[config.mk]
export PLATFORM = sky130hd
export DESIGN_NAME = pc_stack
export DESIGN_NICKNAME = d
export VERILOG_FILES = /design/src/rtl/pc_stack.sv
export SDC_FILE = /design/constraint.sdc
export NUM_CORES = 1
export LEC_CHECK = 0
export ABC_CLOCK_PERIOD_IN_PS = 3500
export CAP_MARGIN = 15
export CORE_UTILIZATION = 53
export CTS_CLUSTER_SIZE = 24
export DETAILED_ROUTE_END_ITERATION = 16
export PLACE_DENSITY = 0.77
export SYNTH_ARGS = -nofsm -noshare
export SYNTH_HDL_FRONTEND = slang
export SYNTH_SLANG_ARGS = --single-unit
[constraint.sdc]
create_clock -name clk -period 3.5 [get_ports clk]
set_clock_uncertainty 0.1 [all_clocks]
set_input_delay 0.35 -clock clk [delete_from_list [all_inputs] [get_ports clk]]
set_output_delay 0.35 -clock clk [all_outputs]
set_load 0.01 [all_outputs]
[src/rtl/pc_stack.sv]
// Fetch-stage program counter with increment, jump, PC-relative branch and a
// hardware call/return stack; stall, overflow-inhibit and sticky fault all freeze state.
module pc_stack #(
  parameter int               WIDTH     = 16,
  parameter int               DEPTH     = 8,
  parameter int               INC       = 1,
  parameter logic [WIDTH-1:0] RESET_VEC = '0
) (
  input  logic                     clk,
  input  logic                     reset,
  input  logic                     stahp,
  input  logic                     of,
  input  logic [2:0]               op,
  input  logic [WIDTH-1:0]         in,
  input  logic                     clear_fault,
  output logic [WIDTH-1:0]         out,
  output logic [WIDTH-1:0]         ret_top,
  output logic [$clog2(DEPTH):0]   depth,
  output logic                     stack_full,
  output logic                     stack_empty,
  output logic                     fault
);

  localparam int AW = $clog2(DEPTH);
  localparam int DW = AW + 1;
  localparam logic [WIDTH-1:0] INC_W  = WIDTH'(INC);
  localparam logic [DW-1:0]    FULL_D = DW'(DEPTH);
  localparam logic [DW-1:0]    ONE_D  = DW'(1);

  typedef enum logic [2:0] {
    OP_HOLD   = 3'd0,
    OP_INC    = 3'd1,
    OP_JUMP   = 3'd2,
    OP_BRANCH = 3'd3,
    OP_CALL   = 3'd4,
    OP_RET    = 3'd5
  } op_e;

  op_e              opc;
  logic [WIDTH-1:0] stk [DEPTH];
  logic [WIDTH-1:0] pc_nxt;
  logic [WIDTH-1:0] ret_addr;
  logic [DW-1:0]    depth_nxt;
  logic             fault_nxt;
  logic             push;
  logic [AW-1:0]    top_idx;
  logic [AW-1:0]    wr_idx;

  assign opc      = op_e'(op);
  assign ret_addr = out + INC_W;
  assign top_idx  = AW'(depth - ONE_D);
  assign wr_idx   = AW'(depth);

  assign stack_full  = (depth == FULL_D);
  assign stack_empty = (depth == '0);
  assign ret_top     = stack_empty ? '0 : stk[top_idx];

  always_comb begin
    pc_nxt    = out;
    depth_nxt = depth;
    fault_nxt = fault;
    push      = 1'b0;
    if (clear_fault) begin
      fault_nxt = 1'b0;
    end else if (!fault && !stahp && !of) begin
      case (opc)
        OP_INC:    pc_nxt = out + INC_W;
        OP_JUMP:   pc_nxt = in;
        OP_BRANCH: pc_nxt = out + in;
        OP_CALL: begin
          if (stack_full) begin
            fault_nxt = 1'b1;
          end else begin
            push      = 1'b1;
            depth_nxt = depth + ONE_D;
            pc_nxt    = in;
          end
        end
        OP_RET: begin
          if (stack_empty) begin
            fault_nxt = 1'b1;
          end else begin
            depth_nxt = depth - ONE_D;
            pc_nxt    = ret_top;
          end
        end
        default: ;
      endcase
    end
  end

  always_ff @(posedge clk or negedge reset) begin
    if (!reset) begin
      out   <= RESET_VEC;
      depth <= '0;
      fault <= 1'b0;
    end else begin
      out   <= pc_nxt;
      depth <= depth_nxt;
      fault <= fault_nxt;
    end
  end

  // Return-address storage needs no reset: entries above depth are never observed.
  always_ff @(posedge clk) begin
    if (push && reset) stk[wr_idx] <= ret_addr;
  end

endmodule

==> results of run 1 <==
[area by class of cell]
cell class              instances  area [um^2]
multi-input cells             394         3060
repair buffers                 85          806
inverters                       7         26.3
well taps                     180          225
flip-flops and latches        149         4370
clock buffers                  17          425
fillers                       973         4840
clock inverters                15          179
[power by group through the flow]
stage | clock network [mW] | logic (mW) | registers (mW)
2_1_floorplan | 0 | 2.22 | 2.44
3_3_place_gp | 0 | 3.43 | 2.47
3_5_place_dp | 0 | 3.50 | 2.48
4_1_cts | 1.88 | 3.54 | 2.44
5_1_grt | 1.95 | 3.84 | 2.47
6_report | 1.86 | 3.59 | 2.46
[worst reg2reg max path, stage by stage, from the launching register on]
cell	delay, ns
dfrtp_1	0.51
inv_1	0.13
ha_1	0.33
nand2b_1	0.21
nor2_1	0.08
nor4b_1	0.29
buf_4	0.17
nand2_1	0.12
nor2_1	0.20
buf_4	0.29
[flip-flops by register name, indices dropped and copies added, names as in the netlist]
| name | cells |
|---|---|
| depth | 4 |
| stk | 128 |
| fault | 1 |
| out | 16 |
[placed cells by master (no fill, tap or decap), drive strengths merged, types with 3 or more instances in the layout]
| cell type | n |
|---|---|
| o311ai | 3 |
| mux2i | 5 |
| edfxtp | 128 |
| inv | 9 |
| nand2 | 66 |
| bufinv | 3 |
| dfrtp | 21 |
| nor2 | 37 |
| clkdlybuf4s50 | 62 |
| nor3 | 9 |
| and4 | 3 |
| o211ai | 5 |
| nand2b | 6 |
| a21o | 5 |
| nor3b | 3 |
| o21ai | 17 |
| o22ai | 4 |
| clkinv | 9 |
| a31oi | 10 |
| xor2 | 9 |
| mux4 | 32 |
| xnor2 | 21 |
| ha | 18 |
| o21a | 5 |
| and3 | 12 |
| nand4 | 8 |
| clkbuf | 17 |
| a211oi | 4 |
| a21oi | 61 |
| buf | 23 |
| nand3 | 14 |
| nor2b | 4 |
[cell families (layout without fill, tap and decap cells)]
family	Yosys count	count (layout)
xor+xnor	30	30
flops	149	149
compound gates	133	133
mux	39	39
fa+ha+maj	19	19
buf+inv	35	124
simple gates	173	173
[per-stage QoR]
step	worst slack, ns	utilization	instance area (um^2)	hold WS (ns)
3_5_place_dp	0.593	0.608	8480	0.498
6_report	0.130	0.653	9090	0.242
3_3_place_gp	0.623	0.608	8480	0.489
2_1_floorplan	0.382	-	7630	-0.0456
5_1_grt	0.0179	0.653	9090	0.259
4_1_cts	0.0995	0.652	9080	0.243
[routing by layer]
layer	wire length [um]	global-route usage
met2	8810	0.398
met4	637	0.143
met3	1940	0.0618
met1	8120	0.407
met5	0	0
[worst max path at each step]
stage	to	depth (start not counted)
finish	ret_top[15]	7
global route	ret_top[10]	7
global placement	out[9]	8
floorplan	stk[3][0]	9
detailed placement	out[8]	9
CTS	ret_top[15]	7
==> reports/results.ini, run 1 <==
[clock_tree]
post-cts-setup-buffers = 0
clock_latency_ns = 0.42
hold_buffers = 0
h-tree-depth = 4
cts_resized = 0
cts_sinks = 149
cts_tree = done
path_clk_slew_ns = 0.06
clockBufferDepth = 2
root_buffer = clkbuf_16
numCtsBuffers = 17

[critical_path]
crit_buf_inv = 3
path_class = reg2out
r2r_cells = 9
crit_chain = inv_1, ha_1, xnor2_4, buf_4, nand2_1, a21oi_1, clkdlybuf4s50_1
crit_arrival_ns = 2.92
worstPathRequired_ns = 3.05
reg2reg_from = depth[1]
slowest_delay_ns = 0.62
cp_slowest_cell = clkdlybuf4s50_1
crit_start = depth[1]
rrSetupSlack_ns = 0.73
end_kind = output pin
regToRegEndpoint = stk[5][5]
start_kind = register
critical-path-top-delay-family = buffers and inverters
worst-path-max-fanout = 12

[grt]
grt_pass1_vias = 5267
grt_pass1_wl_um = 30100
grt_max_degree = 39
grtUsageTotal = 0.281
overflow = 0
antenna_found_initial = 0

[logic_synthesis]
yosysTopAreaCellShare = 0.504
ys_warn_count = 0
synth_compound_area_frac = 0.114
yosys.area_share.simple = 0.110
syn-cell-area_mm2 = 0.00762
synth_top_flop_cell = edfxtp_1
avgSynthCellArea_um2 = 13.2
synth_cells = 578
synth_fa_ha_area_frac = 0.0322
ys_top_cells_by_area = edfxtp_1, mux4_2, dfrtp_1, a21oi_1, nand2_1
synthMuxAreaShare = 0.106
synth_commonest_cells = edfxtp_1, nand2_1, a21oi_1
syn-num-nets = 621
async_reset_ff_frac = 0.141
synth-seq-area-share = 0.573
ys_types = 73
synth-xor-area-share = 0.0364
synth.most_common_cell = edfxtp_1
ys_seq_elements = 149
synth_top_cell_by_area = edfxtp_1
synth_edf_count = 128
synth_top_family_by_area = compound AO/OA/AOI/OAI gates

[floorplan]
die-area_mm2 = 0.0149
dieHeight_um = 122
io_pins = 63
initial_utilization = 0.547
core_area_mm2 = 0.0139
die_w_um = 122
rows = 43

[timing]
setup-tns-final_ns = 0
hold_violations = 0
relSlewSlack = 0.421
drv_slew = 0
worst_pin_slew_ns = 0.863
max_freq_mhz = 297
setup_violations = 0
finalWorstPathRequiredPeriod_ns = 3.37
rsz0062_at_grt = no
final.period_utilization = 0.963

[final_layout]
drive_gt1_frac = 0.165
insertedDiodeCount = 0
syn_to_final_growth_pct = 19.3
instances_no_fill = 847
fin_nets = 697

[power]
power_frac_comb = 0.454
p_sw_mw = 2.91
p_total_mw = 7.91
power.share.switching = 0.368
power_leakage_nw = 3.19
ir_drop_uv = 407
p_per_area_mw_per_mm2 = 870
pwr-share-clk = 0.235
pwr-share-seq = 0.310
p_int_mw = 5.00

[route]
via_per_inst = 6.48
totalWireLength_um = 19500
detail-route-antenna-nets = 0
drtIter0Drc = 792
post-route-drc-count = 0
wl_per_cell_um = 23.0
first_pass_iters = 7
vias = 5488

[run]
drv_cap = 0

[place]
place.gp.congestion = 0.984
dp_cells = 815
io_buffers = 62
place_hpwl_um = 13300

[hold_path]
hold_class = in2async

[outcome]
outcome = finished, final reports clean

Power figures use the tool's default switching activity.
==> run 2: changes to the inputs <==
--- a/config.mk
+++ b/config.mk
@@ -7,10 +7,12 @@
 export LEC_CHECK = 0
 export ABC_CLOCK_PERIOD_IN_PS = 3500
 export CAP_MARGIN = 15
-export CORE_UTILIZATION = 53
+export CELL_PAD_IN_SITES_DETAIL_PLACEMENT = 0
+export CELL_PAD_IN_SITES_GLOBAL_PLACEMENT = 1
+export CORE_UTILIZATION = 44
 export CTS_CLUSTER_SIZE = 24
 export DETAILED_ROUTE_END_ITERATION = 16
-export PLACE_DENSITY = 0.77
+export PLACE_DENSITY_LB_ADDON = 0.1
 export SYNTH_ARGS = -nofsm -noshare
 export SYNTH_HDL_FRONTEND = slang
 export SYNTH_SLANG_ARGS = --single-unit
==> run 2 against run 1 <==
Compared with the run above:
- final cell count is 5.4% higher
- cell area is 1.5% higher
- worst setup slack improved by 0.054 ns
- fmax is 1.6% higher
- sequential share of layout area fell by 0.72 points
- wire length rose by 4.2%
==> reports/results.ini, run 2 (synthesized netlist as in run 1, its figures left out) <==
[outcome]
outcome = finished, final reports clean

[clock_tree]
numCtsBuffers = 17  ; unchanged
cts_sinks = 149  ; unchanged
cts_tree = done
path_clk_slew_ns = 0.06  ; about the same
post-cts-setup-buffers = 0  ; unchanged
clock_latency_ns = 0.42  ; about the same
h-tree-depth = 4  ; unchanged
clockBufferDepth = 2  ; unchanged
hold_buffers = 0  ; unchanged
root_buffer = clkbuf_16

[floorplan]
initial_utilization = 0.455  ; -0.0922
core_area_mm2 = 0.0168  ; +20%
io_pins = 63  ; unchanged
die_w_um = 134  ; +9.6%
dieHeight_um = 134  ; +9.6%
rows = 47  ; +9.3%
die-area_mm2 = 0.0179  ; +20%

[place]
io_buffers = 62  ; unchanged
dpl_cell_area_mm2 = 0.00858  ; +1.3%
dp_slack_ns = 0.533  ; -0.0599 ns
place_hpwl_um = 14300  ; +7.5%
place.gp.congestion = 0.853  ; -13%

[timing]
drv_slew = 0  ; unchanged
relSlewSlack = 0.448  ; +0.0273
final.period_utilization = 0.947  ; -0.0154
whs_ns = 0.224  ; -0.0186 ns
hold_violations = 0  ; unchanged
setup_violations = 0  ; unchanged
max_freq_mhz = 302  ; +1.6%
finalWorstPathRequiredPeriod_ns = 3.32  ; -0.0540 ns
worst_pin_slew_ns = 0.822  ; -0.0407 ns
fin_ws_ns = 0.184  ; +0.0540 ns
rsz0062_at_grt = no
setup-tns-final_ns = 0  ; unchanged

[final_layout]
fin_util = 0.551  ; -0.102
final_common_cell = edfxtp_1
final_cell_mix = edfxtp_1, nand2_1, clkdlybuf4s50_1
insertedDiodeCount = 0  ; unchanged
fin_nets = 703  ; +0.86%
fin_area_mm2 = 0.00923  ; +1.5%
drive_gt1_frac = 0.172  ; +0.00745
syn_to_final_growth_pct = 21.1
reg.largest.list = stk (128), out (16), depth (4)
largest-register = stk
largest_reg_flops = 128  ; unchanged

[grt]
overflow = 0  ; unchanged
grt_pass1_wl_um = 31500  ; +4.9%
grt_pass1_vias = 5322  ; +1.0%
grtUsageTotal = 0.240  ; -0.0405
grt_max_degree = 39  ; unchanged
antenna_found_initial = 0  ; unchanged

[route]
drtIter0Drc = 463  ; -42%
post-route-drc-count = 0  ; unchanged
first_pass_iters = 7  ; unchanged
detail-route-antenna-nets = 0  ; unchanged
vias = 5262  ; -4.1%
wl_per_cell_um = 22.8  ; -1.2%
totalWireLength_um = 20300  ; +4.2%
via_per_inst = 5.89  ; -9.1%

[critical_path]
start_kind = register
worst-path-max-fanout = 33  ; +21
crit_buf_inv = 3  ; unchanged
crit_arrival_ns = 2.87  ; -0.05 ns
worstPathRequired_ns = 3.05  ; about the same
path_class = reg2out
slowest_delay_ns = 0.51  ; -0.11 ns
end_kind = output pin
crit_chain = inv_1, ha_1, buf_12, mux4_2, mux2i_1, nor2_1, clkdlybuf4s50_1
critical-path-top-delay-family = buffers and inverters
cp_slowest_cell = dfrtp_1

[power]
ir_drop_uv = 436  ; +7.2%
p_per_area_mw_per_mm2 = 871  ; about the same
power_leakage_nw = 3.22  ; +1.1%

[hold_path]
hold_class = in2async

[run]
drv_cap = 0  ; unchanged

-- run 2: power breakdown --
part | internal, mW | leakage, nW | switching (mW)
Clock | 1.20 | 0.300 | 0.725
Sequential | 2.23 | 1.40 | 0.228
Combinational | 1.69 | 1.52 | 1.96
-- run 2: area by class of cell --
| cell class | instances | area, um^2 |
|---|---|---|
| Clock buffer | 18 | 429 |
| Timing Repair Buffer | 91 | 863 |
| Sequential cell | 149 | 4370 |
| Multi-Input combinational cell | 394 | 3070 |
| Inverter | 7 | 26.3 |
| Clock inverter | 14 | 199 |
| Fill cell | 1407 | 7530 |
| Tap cell | 220 | 275 |
-- run 2: metrics by stage --
step                      total power [mW]  instances
after floorplan                       4.66        578
after global placement                6.06        861
after detailed placement              6.10        861
after CTS                             8.05        893
after global routing                  8.44        893
final                                 8.04        893
-- run 2: layer usage --
layer	global-route usage	part of all wire
met1	0.342	0.46
met4	0.0783	0.022
met2	0.373	0.46
met3	0.0441	0.055
met5	0	0
-- run 2: repair_timing --
action,CTS,global route
gates resized for setup,0,3
endpoints found under the setup margin,0,4
hold endpoints to repair,0,0
-- run 2: path summary, 6_finish.rpt --
check / start / end / cells after the start / slack, ns
min in group clk: clear_fault / fault / 2 / 0.51
worst min-delay path: reset / depth[2] / 2 / 0.22
worst max-delay path: depth[1] / ret_top[3] / 7 / 0.18
max in group asynchronous: reset / depth[0] / 2 / 2.80
worst max register to register: depth[1] / stk[1][10] / 9 / 0.76
worst min register to register: out[7] / out[7] / 1 / 0.52
